$ cat config.mk
export PLATFORM = sky130hd
export DESIGN_NAME = lcd_bus_responder
export DESIGN_NICKNAME = d
export VERILOG_FILES = /design/src/rtl/lcd_bus_responder_pkg.sv /design/src/rtl/lcd_ddram.sv /design/src/rtl/lcd_bus_responder.sv
export SDC_FILE = /design/constraint.sdc
export NUM_CORES = 1
export LEC_CHECK = 0
export ABC_AREA = 1
export BUFFER_PORTS_ARGS = -buffer_cell sky130_fd_sc_hd__buf_4
export CAP_MARGIN = 20
export CORE_AREA = 4 4 222 224
export CTS_BUF_LIST = sky130_fd_sc_hd__clkbuf_8
export CTS_CLUSTER_DIAMETER = 30
export DETAILED_ROUTE_END_ITERATION = 8
export DIE_AREA = 0 0 226 228
export GPL_ROUTABILITY_DRIVEN = 1
export MAX_ROUTING_LAYER = met4
export PLACE_DENSITY_LB_ADDON = 0.3
export SLEW_MARGIN = 20
export SYNTH_ARGS = -nofsm -noshare
export SYNTH_HDL_FRONTEND = slang
export SYNTH_HIERARCHICAL = 1
export SYNTH_SLANG_ARGS = --single-unit
$ cat constraint.sdc
create_clock -name clk -period 2.8 [get_ports clk]
set_clock_uncertainty 0.2 [all_clocks]
set_input_delay 0.7 -clock clk [delete_from_list [all_inputs] [get_ports clk]]
set_output_delay 0.7 -clock clk [all_outputs]
set_load 0.05 [all_outputs]
$ cat src/rtl/lcd_bus_responder_pkg.sv
// Shared definitions for the LCD bus responder: character codes, line bases,
// instruction classes and the address-counter helpers.
package lcd_defs;

    localparam logic [7:0] SPACE_CHAR = 8'h20;
    localparam logic [6:0] LINE0_BASE = 7'h00;
    localparam logic [6:0] LINE1_BASE = 7'h40;
    localparam logic [6:0] LAST_COL   = 7'h0F;

    typedef enum logic [3:0] {
        OP_NONE,
        OP_CLEAR,
        OP_HOME,
        OP_ENTRY,
        OP_DISPLAY,
        OP_SHIFT,
        OP_FUNC,
        OP_CGRAM,
        OP_DDRAM
    } op_e;

    // The highest set bit selects the instruction class.
    function automatic op_e decode_op(input logic [7:0] b);
        if (b[7])      return OP_DDRAM;
        else if (b[6]) return OP_CGRAM;
        else if (b[5]) return OP_FUNC;
        else if (b[4]) return OP_SHIFT;
        else if (b[3]) return OP_DISPLAY;
        else if (b[2]) return OP_ENTRY;
        else if (b[1]) return OP_HOME;
        else if (b[0]) return OP_CLEAR;
        else           return OP_NONE;
    endfunction

    // Only AC[6] (line) and AC[3:0] (column) select a cell.
    function automatic logic [4:0] ddram_index(input logic [6:0] ac);
        return {ac[6], ac[3:0]};
    endfunction

    // Visible columns wrap between the two lines; other addresses count mod 128.
    function automatic logic [6:0] ac_step(input logic [6:0] ac, input logic inc);
        if (inc) begin
            if (ac == (LINE0_BASE | LAST_COL)) return LINE1_BASE;
            if (ac == (LINE1_BASE | LAST_COL)) return LINE0_BASE;
            return ac + 7'd1;
        end else begin
            if (ac == LINE0_BASE) return LINE1_BASE | LAST_COL;
            if (ac == LINE1_BASE) return LINE0_BASE | LAST_COL;
            return ac - 7'd1;
        end
    endfunction

endpackage

$ cat src/rtl/lcd_ddram.sv
// 2x16 display data RAM image: one write port, a clear-all, two combinational
// read ports (bus read mux and host readback).
module lcd_ddram
    import lcd_defs::*;
(
    input  logic       clk,
    input  logic       clr,
    input  logic       we,
    input  logic [4:0] waddr,
    input  logic [7:0] wdata,
    input  logic [4:0] raddr_a,
    output logic [7:0] rdata_a,
    input  logic [4:0] raddr_b,
    output logic [7:0] rdata_b
);

    logic [7:0] mem [32];

    // NOTE: every cell is cleared here on purpose -- blanking the whole screen
    // in one cycle is visible behaviour, so this stays a register array
    // rather than a RAM that would only be written one word at a time.
    always_ff @(posedge clk) begin
        if (clr) begin
            for (int i = 0; i < 32; i++) mem[i] <= SPACE_CHAR;
        end else if (we) begin
            mem[waddr] <= wdata;
        end
    end

    assign rdata_a = mem[raddr_a];
    assign rdata_b = mem[raddr_b];

endmodule

$ cat src/rtl/lcd_bus_responder.sv
// HD44780-style display-side responder for the 8-bit LCD bus: latches bus
// cycles on the falling edge of en, keeps a 2x16 DDRAM image and a busy flag.
module lcd_bus_responder
    import lcd_defs::*;
#(
    parameter int SYNC_STAGES       = 2,
    parameter int BUSY_CYCLES       = 2000,
    parameter int BUSY_CLEAR_CYCLES = 82000
) (
    input  logic       clk,
    input  logic       reset,
    input  logic       lcd_rs,
    input  logic       lcd_rw,
    input  logic       lcd_en,
    input  logic [7:0] lcd_din,
    output logic [7:0] lcd_dout,
    output logic       lcd_oe,
    output logic       busy,
    output logic [6:0] cursor_addr,
    output logic       disp_on,
    output logic       cursor_on,
    output logic       blink_on,
    output logic       cmd_valid,
    output logic       cmd_is_data,
    output logic [7:0] cmd_byte,
    output logic       err_busy_wr,
    input  logic [4:0] rd_index,
    output logic [7:0] rd_char
);

    localparam int CNT_W = $clog2(BUSY_CLEAR_CYCLES + 1);

    // en, rs, rw and din travel together so all fields come from one stage.
    logic [10:0] sync_q [SYNC_STAGES];
    logic        en_s, rs_s, rw_s, en_d;
    logic [7:0]  din_s;

    // NOTE: non-blocking assignments make each stage take the previous
    // stage's old value, which is what turns this loop into a shift chain.
    always_ff @(posedge clk) begin
        if (reset) begin
            for (int i = 0; i < SYNC_STAGES; i++) sync_q[i] <= '0;
            en_d <= 1'b0;
        end else begin
            sync_q[0] <= {lcd_en, lcd_rs, lcd_rw, lcd_din};
            for (int i = 1; i < SYNC_STAGES; i++) sync_q[i] <= sync_q[i-1];
            en_d <= en_s;
        end
    end

    assign {en_s, rs_s, rw_s, din_s} = sync_q[SYNC_STAGES-1];

    logic fall, wr_fall, rd_fall, accept;
    op_e  op;

    assign fall    = en_d & ~en_s;
    assign wr_fall = fall & ~rw_s;
    assign rd_fall = fall & rw_s;
    assign accept  = wr_fall & ~busy;
    assign op      = decode_op(din_s);

    logic [6:0]     ac_q, ac_n;
    logic           id_q, id_n, s_q, s_n;
    logic           d_q, d_n, c_q, c_n, b_q, b_n;
    logic           mem_we, clear_cmd;
    logic           cnt_load;
    logic [CNT_W-1:0] cnt_q, cnt_val;

    // NOTE: every output of this block gets a default first, so no path can
    // leave a value unassigned and infer a latch.
    always_comb begin
        ac_n      = ac_q;
        id_n      = id_q;
        s_n       = s_q;
        d_n       = d_q;
        c_n       = c_q;
        b_n       = b_q;
        mem_we    = 1'b0;
        clear_cmd = 1'b0;
        cnt_load  = 1'b0;
        cnt_val   = CNT_W'(BUSY_CYCLES);

        if (accept) begin
            cnt_load = 1'b1;
            if (rs_s) begin
                mem_we = 1'b1;
                ac_n   = ac_step(ac_q, id_q);
            end else begin
                unique case (op)
                    OP_DDRAM:   ac_n = din_s[6:0];
                    OP_DISPLAY: {d_n, c_n, b_n} = din_s[2:0];
                    OP_ENTRY:   {id_n, s_n} = din_s[1:0];
                    OP_HOME: begin
                        ac_n    = LINE0_BASE;
                        cnt_val = CNT_W'(BUSY_CLEAR_CYCLES);
                    end
                    OP_CLEAR: begin
                        clear_cmd = 1'b1;
                        ac_n      = LINE0_BASE;
                        id_n      = 1'b1;
                        cnt_val   = CNT_W'(BUSY_CLEAR_CYCLES);
                    end
                    OP_NONE:    cnt_load = 1'b0;
                    default:    ;
                endcase
            end
        end else if (rd_fall && rs_s && !busy) begin
            ac_n = ac_step(ac_q, id_q);
        end
    end

    always_ff @(posedge clk) begin
        if (reset) begin
            ac_q        <= LINE0_BASE;
            id_q        <= 1'b1;
            s_q         <= 1'b0;
            d_q         <= 1'b0;
            c_q         <= 1'b0;
            b_q         <= 1'b0;
            cnt_q       <= '0;
            cmd_valid   <= 1'b0;
            cmd_is_data <= 1'b0;
            cmd_byte    <= 8'h00;
            err_busy_wr <= 1'b0;
        end else begin
            ac_q      <= ac_n;
            id_q      <= id_n;
            s_q       <= s_n;
            d_q       <= d_n;
            c_q       <= c_n;
            b_q       <= b_n;
            cmd_valid <= accept;
            if (accept) begin
                cmd_is_data <= rs_s;
                cmd_byte    <= din_s;
            end
            if (cnt_load)          cnt_q <= cnt_val;
            else if (cnt_q != '0)  cnt_q <= cnt_q - 1'b1;
            if (wr_fall && busy)   err_busy_wr <= 1'b1;
        end
    end

    assign busy        = (cnt_q != '0);
    assign cursor_addr = ac_q;
    assign disp_on     = d_q;
    assign cursor_on   = c_q;
    assign blink_on    = b_q;

    logic [7:0] ram_rd;

    lcd_ddram u_ddram (
        .clk     (clk),
        .clr     (reset | clear_cmd),
        .we      (mem_we),
        .waddr   (ddram_index(ac_q)),
        .wdata   (din_s),
        .raddr_a (ddram_index(ac_q)),
        .rdata_a (ram_rd),
        .raddr_b (rd_index),
        .rdata_b (rd_char)
    );

    // Drive the bus through the whole read strobe plus the cycle en falls.
    assign lcd_oe   = rw_s & (en_s | en_d);
    assign lcd_dout = !lcd_oe ? 8'h00 : (rs_s ? ram_rd : {busy, ac_q});

endmodule

# After elaboration in Yosys (flattened, before gate mapping)
# Memory sizes are Yosys's and may differ from the RTL's. A register that Yosys moved wholly into a read port is not among the register bits.
# Index checks and enable logic that the tools add are counted.
dict set report totals {
  register_bits 40
  ramBits 278
  out_inout_bits 39
  mem_count 2
}
dict set report classes {
  addsub 3
  n_eq_ne 9
  n_mux 87
  bitwise 13
  n_reduce_logical 15
}
# name depth width rd rd_ports_with_merged_regs wr line_no
set memory_table {}
lappend memory_table {u_ddram.mem 32 8 2 1 32 lcd_ddram.sv:17} ;# logic [7:0] mem [32];
lappend memory_table {sync_q 2 11 2 0 2 lcd_bus_responder.sv:34} ;# logic [10:0] sync_q [SYNC_STAGES];
# operator n
set ops {}
lappend ops {{$mux 7} 17}
lappend ops {{$mux 17} 5}
lappend ops {{$mux 1} 48}
lappend ops {{$mux 8} 3}
lappend ops {{$mux 11} 2}
lappend ops {{$reduce_bool 17->1} 1}
lappend ops {{$sub 17x1->17 const B} 1}
lappend ops {{$mux 5} 3}
lappend ops {{$eq 7x7->1 const B} 2}
lappend ops {{$pmux 7 s2} 1}
lappend ops {{$mux 3} 4}
lappend ops {{$eq 4x2->1 const B} 2}
lappend ops {{$reduce_or 8->1} 1}
lappend ops {{$add 7x1->7 const B} 1}
lappend ops {{$eq 7x4->1 const B} 1}
lappend ops {{$logic_not 7->1} 1}
lappend ops {{$sub 7x1->7 const B} 1}
lappend ops {{$reduce_and 3->1} 2}
lappend ops {{$reduce_bool 2->1} 3}
lappend ops {{$and 1x1->1} 5}
lappend ops {{$eq 4x1->1 const B} 1}
lappend ops {{$eq 4x3->1 const B} 1}
lappend ops {{$eq 4x4->1 const B} 1}
lappend ops {{$logic_not 4->1} 1}
lappend ops {{10 further kinds} 19}

# Longest topological paths before layout
# Gate-level depths: netlist of the first run.
dict set report depth {
  word_depth 18
  ltp_mapped 16
  depth_no_buf 16
}

# Modules after synthesis
# Netlist of the first run, hierarchy kept.
# module n_inst cells_each area_each_um2 seq_area_each_um2
set by_module_without_submodules {}
lappend by_module_without_submodules {lcd_ddram 1 1890 14655.3 7687.4}
lappend by_module_without_submodules {lcd_bus_responder 1 458 3138.0 1241.2}

# Worst setup path after synthesis of the first run
# Ideal clock, no wire load.
dict set report synth_timing {
  path_kind {register -> output}
  from {register, netlist name cursor_addr[0]}
  to {output lcd_dout[7]}
  arrival_time_ps 2509
  required_time_ps 1900
  slack_ps -609
  stages_incl_launch_ff 13
  n_path_buf 2
  path_cell_list {dfxtp_1 > buf_4 > buf_4 > nand2_1 > nand3_1 > nand3_1 > nand2_1 > nand2_1 > nand2_1 > nand2_1 > nand2_1 > o21ai_0 > a21oi_1}
}
# item line_no
set synth_lines {}
lappend synth_lines {{end, declared} lcd_bus_responder.sv:16} ;# output logic [7:0] lcd_dout,

==> results of run 1 <==
[power by group through the flow]
stage,registers [mW],clock network [mW],logic (mW)
4_1_cts,5.48,6.14,2.64
5_1_grt,5.52,6.39,3.26
3_5_place_dp,5.57,0,2.30
3_3_place_gp,5.56,0,2.26
6_report,5.50,6.04,3.03
2_1_floorplan,5.55,0,1.51
[registers in the layout (all words and copies together) (netlist names), 7 cells and up]
signal	cells
u_ddram/mem	256
cnt_q	17
cmd_byte	8
sync_q	22
cursor_addr	7
[cells in the mapped netlist, types with 10 or more instances]
| library cell | n |
|---|---|
| sky130_fd_sc_hd__nand3_1 | 409 |
| sky130_fd_sc_hd__nor3_1 | 14 |
| sky130_fd_sc_hd__clkbuf_1 | 47 |
| sky130_fd_sc_hd__buf_6 | 27 |
| sky130_fd_sc_hd__buf_2 | 30 |
| sky130_fd_sc_hd__buf_4 | 29 |
| sky130_fd_sc_hd__edfxtp_1 | 256 |
| sky130_fd_sc_hd__inv_1 | 130 |
| sky130_fd_sc_hd__xor2_1 | 11 |
| sky130_fd_sc_hd__dfxtp_1 | 62 |
| sky130_fd_sc_hd__a21oi_1 | 21 |
| sky130_fd_sc_hd__o21ai_0 | 24 |
| sky130_fd_sc_hd__a211oi_1 | 10 |
| sky130_fd_sc_hd__nor2_1 | 331 |
| sky130_fd_sc_hd__nand2_1 | 881 |
[worst max-delay path, cell delays in order (launching register included)]
cell and delay (ns):
sky130_fd_sc_hd__dfxtp_4 0.37, sky130_fd_sc_hd__buf_12 0.16, sky130_fd_sc_hd__buf_8 0.14, sky130_fd_sc_hd__buf_16 0.12, sky130_fd_sc_hd__nand2_1 0.06, sky130_fd_sc_hd__nand3_1 0.11
sky130_fd_sc_hd__nand3_2 0.10, sky130_fd_sc_hd__nand2_2 0.11, sky130_fd_sc_hd__nand2_2 0.06, sky130_fd_sc_hd__nand2_2 0.11, sky130_fd_sc_hd__nand2_2 0.06, sky130_fd_sc_hd__nand2_2 0.07
sky130_fd_sc_hd__nand2_1 0.06, sky130_fd_sc_hd__o21ai_2 0.09, sky130_fd_sc_hd__nand2_2 0.08, sky130_fd_sc_hd__clkinvlp_4 0.10, sky130_fd_sc_hd__buf_8 0.14
[layout make-up]
type	count	area, um2	area share (%)
multi-input combinational	1747	9960	38.8
sequential	318	8940	34.8
timing repair buffer	268	3630	14.1
clock buffer	84	1160	4.50
tap	615	769	3.00
inverter	140	606	2.36
clock inverter	55	548	2.14
timing repair inverter	2	50.0	0.195
antenna	1	2.50	0.00975
[metal layers]
layer	part of all wire, %	routed length [um]	GRT usage, %	vias to the layer above
met2	47	31000	38.7	956
li1	-	-	-	8105
met3	8.5	5630	4.20	193
met5	0	0	-	-
met1	40	26900	32.6	8468
met4	4.4	2900	9.65	0
[through the flow]
step / setup WS (ns) / setup TNS [ns] / util [%] / hold slack [ns]
final: -0.704 / -8.70 / 54.2 / 0.0484
after global routing: -0.804 / -62.81 / 54.2 / 0.0421
after CTS: -0.704 / -6.54 / 49.1 / 0.00519
after detailed placement: -0.283 / -51.32 / 41.6 / 0.197
after global placement: -0.308 / -41.09 / 41.6 / 0.193
after floorplan: 0.0277 / 0 / - / 0.188
[worst paths after layout]
kind	startpoint	slack [ns]	end
worst min-delay path	lcd_rs	0.05	sync_q[0][9]$_SDFF_PP0_
worst max-delay path	cursor_addr[0]$_SDFFE_PP0P_	-0.70	lcd_dout[6]
worst max register to register	cnt_q[1]$_SDFFE_PP0P_	-0.06	u_ddram/mem[21][2]$_SDFFCE_PN0P_
worst min register to register	sync_q[0][1]$_SDFF_PP0_	0.20	sync_q[0][12]$_SDFF_PP0_
[placed cells by master, fill, tap and decap left out, types with 57 or more instances in the layout]
| cell type | instances |
|---|---|
| sky130_fd_sc_hd__edfxtp_1 | 256 |
| sky130_fd_sc_hd__nand2_1 | 683 |
| sky130_fd_sc_hd__nor2_4 | 112 |
| sky130_fd_sc_hd__clkbuf_8 | 84 |
| sky130_fd_sc_hd__nor2_1 | 196 |
| sky130_fd_sc_hd__buf_4 | 117 |
| sky130_fd_sc_hd__dfxtp_1 | 57 |
| sky130_fd_sc_hd__nand3_1 | 266 |
| sky130_fd_sc_hd__inv_1 | 96 |
| sky130_fd_sc_hd__nand2_2 | 154 |
| sky130_fd_sc_hd__nand3_2 | 139 |
[cell families after synthesis]
group | Yosys count | synth area share [%]
and+or+nand+nor | 1667 | 39.0
adders and majority gates | 3 | 0.211
buffers and inverters | 283 | 7.94
xor gates and xnor gates | 12 | 0.591
AOI/OAI and AO/OA | 65 | 2.10
DFF | 318 | 50.2
[what timing repair did]
item	4_1_cts	5_1_grt
hold buffers	0	0
gates cloned	23	12
pin swaps	75	155
resized for setup	308	531
setup endpoints to repair	501	519
setup buffers	17	17
==> load_flow_metrics.sql, run 1 <==
INSERT INTO impl_metrics (metric_group, metric, value, unit) VALUES
('critical_path', 'path_max_fanout', '8', ''),
('floorplanning', 'fp.dieArea', '51500', 'um2'),
('global_route', 'grt_max_degree', '47', ''),
('cts', 'cts_bufs_inserted', '77', ''),
('sta', 'rsz0062_at_grt', 'true', ''),
('global_route', 'antenna_found_initial', '1', ''),
('power_and_ir_drop', 'netSwitchingPower', '4.38', 'mW'),
('power_and_ir_drop', 'sw_frac_of_total', '30.1', '%'),
('min_path', 'min_delay_worst_type', 'primary input to flop', ''),
('sta', 'final-max-slew-violation-count', '0', ''),
('floorplanning', 'die_height', '228', 'um'),
('sta', 'finalWorstSetupSlack', '-0.704', 'ns'),
('power_and_ir_drop', 'vdd_drop_max', '0.690', 'mV'),
('logic_synthesis', 'netlist.area_leader.share', '43.2', '%'),
('finish', 'fill_cells', '4126', ''),
('power_and_ir_drop', 'comb_power_share', '20.8', '%'),
('placement', 'post-place-cells', '3024', ''),
('sta', 'timing_worst_slew_pin_value', '0.863', 'ns'),
('logic_synthesis', 'postSynthAreaPerCell', '7.58', 'um2'),
('critical_path', 'worst-endpoint-required', '1.90', 'ns'),
('sta', 'post-route-period-util', '125', '%'),
('power_and_ir_drop', 'internal_power', '10.2', 'mW'),
('sta', 'timing.final.hold_violations', '0', ''),
('critical_path', 'path_class', 'flop to output pin', ''),
('logic_synthesis', 'ys.warnings.count', '6', ''),
('global_route', 'grt_pass1_wl', '97200', 'um'),
('logic_synthesis', 'synth_sequential_area_ratio', '50.2', '%'),
('drt', 'ant_nets', '0', ''),
('cts', 'ctsHtreeMaxLevel', '3', ''),
('drt', 'drt_iter0_markers', '1981', ''),
('drt', 'vias', '17700', ''),
('logic_synthesis', 'synth_edf_count', '256', ''),
('status', 'run_status', 'complete, but fails checks', ''),
('global_route', 'track_usage', '24.9', '%'),
('logic_synthesis', 'netlist_instances', '2348', ''),
('global_route', 'grt.overflow.total', '0', ''),
('floorplanning', 'placementRows', '80', ''),
('status', 'violations', 'setup timing', ''),
('finish', 'final_design_area_no_fill', '25700', 'um2'),
('cts', 'root_buffer', 'sky130_fd_sc_hd__clkbuf_8', ''),
('critical_path', 'timing.critical_path.arrival', '2.60', 'ns'),
('logic_synthesis', 'synth_cell_type_count', '40', ''),
('cts', 'cts_max_path_buffers', '3', ''),
('finish', 'nets', '2575', ''),
('floorplanning', 'start_util', '37.6', '%'),
('logic_synthesis', 'ff_latch_count_synth', '318', ''),
('critical_path', 'startpoint_type', 'flop', ''),
('cts', 'clkTransAtPathRegs', '0.05', 'ns'),
('critical_path', 'cp-end-kind', 'output pin', ''),
('drt', 'detail_route.wl_per_cell', '20.6', 'um'),
('placement', 'io_buffers', '56', ''),
('min_path', 'hold_depth', '3', ''),
('finish', 'flow.area_growth_from_synthesis', '44.2', '%'),
('global_route', 'number_of_global_route_vias_before_repair', '16800', ''),
('floorplanning', 'design.core.area', '47300', 'um2'),
('sta', 'post-route-min-period', '3.50', 'ns'),
('placement', 'globalplace.congestion', '0.926', ''),
('placement', 'placedInstanceArea', '19700', 'um2'),
('critical_path', 'rr_worst_depth', '19', ''),
('cts', 'cts.sink_count', '318', ''),
('power_and_ir_drop', 'clockPowerShare', '41.5', '%'),
('logic_synthesis', 'yosys-top-cells-area', 'sky130_fd_sc_hd__edfxtp_1, sky130_fd_sc_hd__nand2_1, sky130_fd_sc_hd__nand3_1', ''),
('logic_synthesis', 'synthesis.nets', '2369', ''),
('floorplanning', 'io_pins', '57', ''),
('floorplanning', 'die_w', '226', 'um'),
('sta', 'timing.final.setup_violations', '145', ''),
('logic_synthesis', 'ys.flop_type', 'sky130_fd_sc_hd__edfxtp_1', ''),
('power_and_ir_drop', 'power.leakage', '10.1', 'nW'),
('cts', 'tritoncts', 'yes', ''),
('logic_synthesis', 'synthDominantAreaCellType', 'sky130_fd_sc_hd__edfxtp_1', ''),
('power_and_ir_drop', 'pwr_density_cell', '568', 'nW/um2');
(Power assumes the default switching activity.)
==> run 2: changes to the inputs <==
clock period = 4.5 ns   (was 2.8 ns; I/O delays follow)
==> load_flow_metrics.sql, run 2 (synthesis gave the netlist of run 1 again) <==
INSERT INTO impl_metrics (metric_group, metric, value, unit) VALUES
('critical_path', 'path_cells', 'clkinv_2 -> buf_12 -> nand2_1 -> nand3_1 -> nand3_1 -> nand2_1 -> nand2_1 -> nand2_1 -> nand2_1 -> nand2_1 -> nand2_1 -> o21ai_0 -> nand2_1 -> inv_1 -> buf_4', ''),
('placement', 'globalplace.congestion', '0.893', ''),
('cts', 'clock_insertion_delay_worst_skew', '0.64', 'ns'),
('global_route', 'grt_pass1_wl', '91800', 'um'),
('floorplanning', 'start_util', '37.6', '%'),
('critical_path', 'worst-endpoint-required', '3.17', 'ns'),
('finish', 'antenna-diode-count', '0', ''),
('global_route', 'track_usage', '23.4', '%'),
('global_route', 'antenna_found_initial', '0', ''),
('placement', 'post-dp-hpwl', '37900', 'um'),
('critical_path', 'max_stage_delay', '0.40', 'ns'),
('finish', 'final-instance-count-excl-fill', '3069', ''),
('sta', 'post-route-period-util', '97.1', '%'),
('floorplanning', 'die_w', '226', 'um'),
('drt', 'vias_per_cell', '5.34', ''),
('critical_path', 'timing.critical_path.arrival', '3.04', 'ns'),
('power_and_ir_drop', 'pwr_density_cell', '422', 'nW/um2'),
('drt', 'detail_route.drc_violations', '0', ''),
('floorplanning', 'io_pins', '57', ''),
('cts', 'cts_hold_buf', '0', ''),
('global_route', 'grt_max_degree', '84', ''),
('placement', 'io_buffers', '56', ''),
('drt', 'drtPass1Iterations', '6', ''),
('critical_path', 'critPathMostFrequentCell', 'sky130_fd_sc_hd__nand2_1', ''),
('finish', 'reg_top3', 'u_ddram/mem x256, sync_q x22, cnt_q x17', ''),
('floorplanning', 'die_height', '228', 'um'),
('drt', 'detail_route.wl_per_cell', '19.4', 'um'),
('placement', 'post-place-cells', '2913', ''),
('cts', 'cts_bufs_inserted', '83', ''),
('floorplanning', 'placementRows', '80', ''),
('floorplanning', 'design.core.area', '47300', 'um2'),
('cts', 'root_buffer', 'sky130_fd_sc_hd__clkbuf_8', ''),
('sta', 'post-route-min-period', '4.37', 'ns'),
('sta', 'achievable-frequency', '229', 'MHz'),
('sta', 'timing_worst_slew_pin_value', '0.729', 'ns'),
('status', 'run_status', 'completed', ''),
('cts', 'clkTransAtPathRegs', '0.05', 'ns'),
('critical_path', 'critical_path_buffer_and_inverter_count', '4', ''),
('min_path', 'min_delay_worst_type', 'flop to flop', ''),
('finish', 'post_route_cells_drive_above_1_share', '10.7', '%'),
('drt', 'drt_iter0_markers', '2011', ''),
('critical_path', 'path_class', 'flop to output pin', ''),
('cts', 'cts.sink_count', '318', ''),
('sta', 'final-max-slew-violation-count', '0', ''),
('drt', 'postRouteWirelength', '59400', 'um'),
('cts', 'tritoncts', 'yes', ''),
('drt', 'ant_nets', '0', ''),
('sta', 'sum_of_negative_setup_slack', '0', 'ns'),
('finish', 'nets', '2408', ''),
('critical_path', 'critical-path-slowest-cell', 'sky130_fd_sc_hd__dfxtp_4', ''),
('cts', 'cts_max_path_buffers', '3', ''),
('finish', 'largest_register_ff_count', '256', ''),
('power_and_ir_drop', 'vdd_drop_max', '0.248', 'mV'),
('finish', 'mostFrequentLayoutCell', 'sky130_fd_sc_hd__nand2_1', ''),
('drt', 'vias', '16400', ''),
('finish', 'final_cell_mix', 'sky130_fd_sc_hd__nand2_1, sky130_fd_sc_hd__nand3_1, sky130_fd_sc_hd__nor2_1, sky130_fd_sc_hd__edfxtp_1, sky130_fd_sc_hd__inv_1', ''),
('sta', 'rsz0062_at_grt', 'false', ''),
('global_route', 'grt.overflow.total', '0', ''),
('finish', 'flow.area_growth_from_synthesis', '14.7', '%'),
('sta', 'timing.final.setup_violations', '0', ''),
('floorplanning', 'fp.dieArea', '51500', 'um2'),
('power_and_ir_drop', 'power', '8.62', 'mW'),
('sta', 'timing.final.hold_violations', '0', ''),
('power_and_ir_drop', 'power.leakage', '8.37', 'nW'),
('cts', 'ctsHtreeMaxLevel', '3', ''),
('critical_path', 'critPathTopFamily', 'simple AND/OR/NAND/NOR gates', ''),
('critical_path', 'startpoint_type', 'flop', ''),
('job', 'cap_viol_max_count', '0', ''),
('critical_path', 'path_max_fanout', '64', ''),
('finish', 'largest_register', 'u_ddram/mem', ''),
('sta', 'max_slew_margin', '51.3', '%'),
('global_route', 'number_of_global_route_vias_before_repair', '15800', ''),
('critical_path', 'cp-end-kind', 'output pin', '');
[run 2: timing repair]
action                                  4_1_cts  5_1_grt
resized for setup                             0        5
cloned                                        0        0
buffers inserted                              1        2
endpoints found under the setup margin        2        8
[run 2: worst paths after layout]
| kind | startpoint | to | slack (ns) | cells past startpoint |
|---|---|---|---|---|
| max | cursor_addr[0]$_SDFFE_PP0P_ | lcd_dout[0] | 0.13 | 15 |
| min | sync_q[0][6]$_SDFF_PP0_ | sync_q[0][17]$_SDFF_PP0_ | 0.20 | 2 |
| min reg2reg | sync_q[0][6]$_SDFF_PP0_ | sync_q[0][17]$_SDFF_PP0_ | 0.20 | 2 |
| max reg2reg | cnt_q[0]$_SDFFE_PP0P_ | u_ddram/mem[16][5]$_SDFFCE_PN1P_ | 0.34 | 15 |
[run 2: through the flow]
stage	util [%]	hold WS, ns	setup WS, ns	instance area [um2]
finish	43.1	0.201	0.133	20400
global route	43.1	0.210	0.0296	20400
CTS	43.0	0.200	0.0482	20300
detailed placement	39.1	0.193	0.419	18500
global placement	39.1	0.190	0.399	18500
floorplan	-	0.188	0.666	17800
[run 2: power by group]
group / internal (mW) / leakage [nW] / total [mW] / switching (mW)
logic: 0.385 / 4.38 / 1.25 / 0.869
registers: 3.32 / 3.04 / 3.43 / 0.110
clock network: 2.42 / 0.952 / 3.94 / 1.51
total: 6.13 / 8.37 / 8.62 / 2.49
[run 2: area by class of cell]
| class | instances | area, um2 |
|---|---|---|
| fillers | 4734 | 26900 |
| repair buffers | 97 | 896 |
| inverters | 140 | 531 |
| flip-flops and latches | 318 | 8930 |
| clock inverters | 60 | 561 |
| clock buffers | 92 | 1270 |
| multi-input cells | 1747 | 7450 |
| well taps | 615 | 769 |
[run 2: tightest hold or removal path: cells and delay by family (launching register included)]
| kind | cells | cell delay (ns) |
|---|---|---|
| flip-flops | 1 | 0.29 |
| buffers and inverters | 1 | 0.04 |
| AND/OR/NAND/NOR | 1 | 0.03 |
[run 2: per-layer routing]
metal	wire length [um]	global-route usage (%)	share of wire, %
met5	0	-	0
met4	1510	7.56	2.5
met3	5410	3.95	9.1
met2	26800	35.0	45
met1	25700	32.5	43
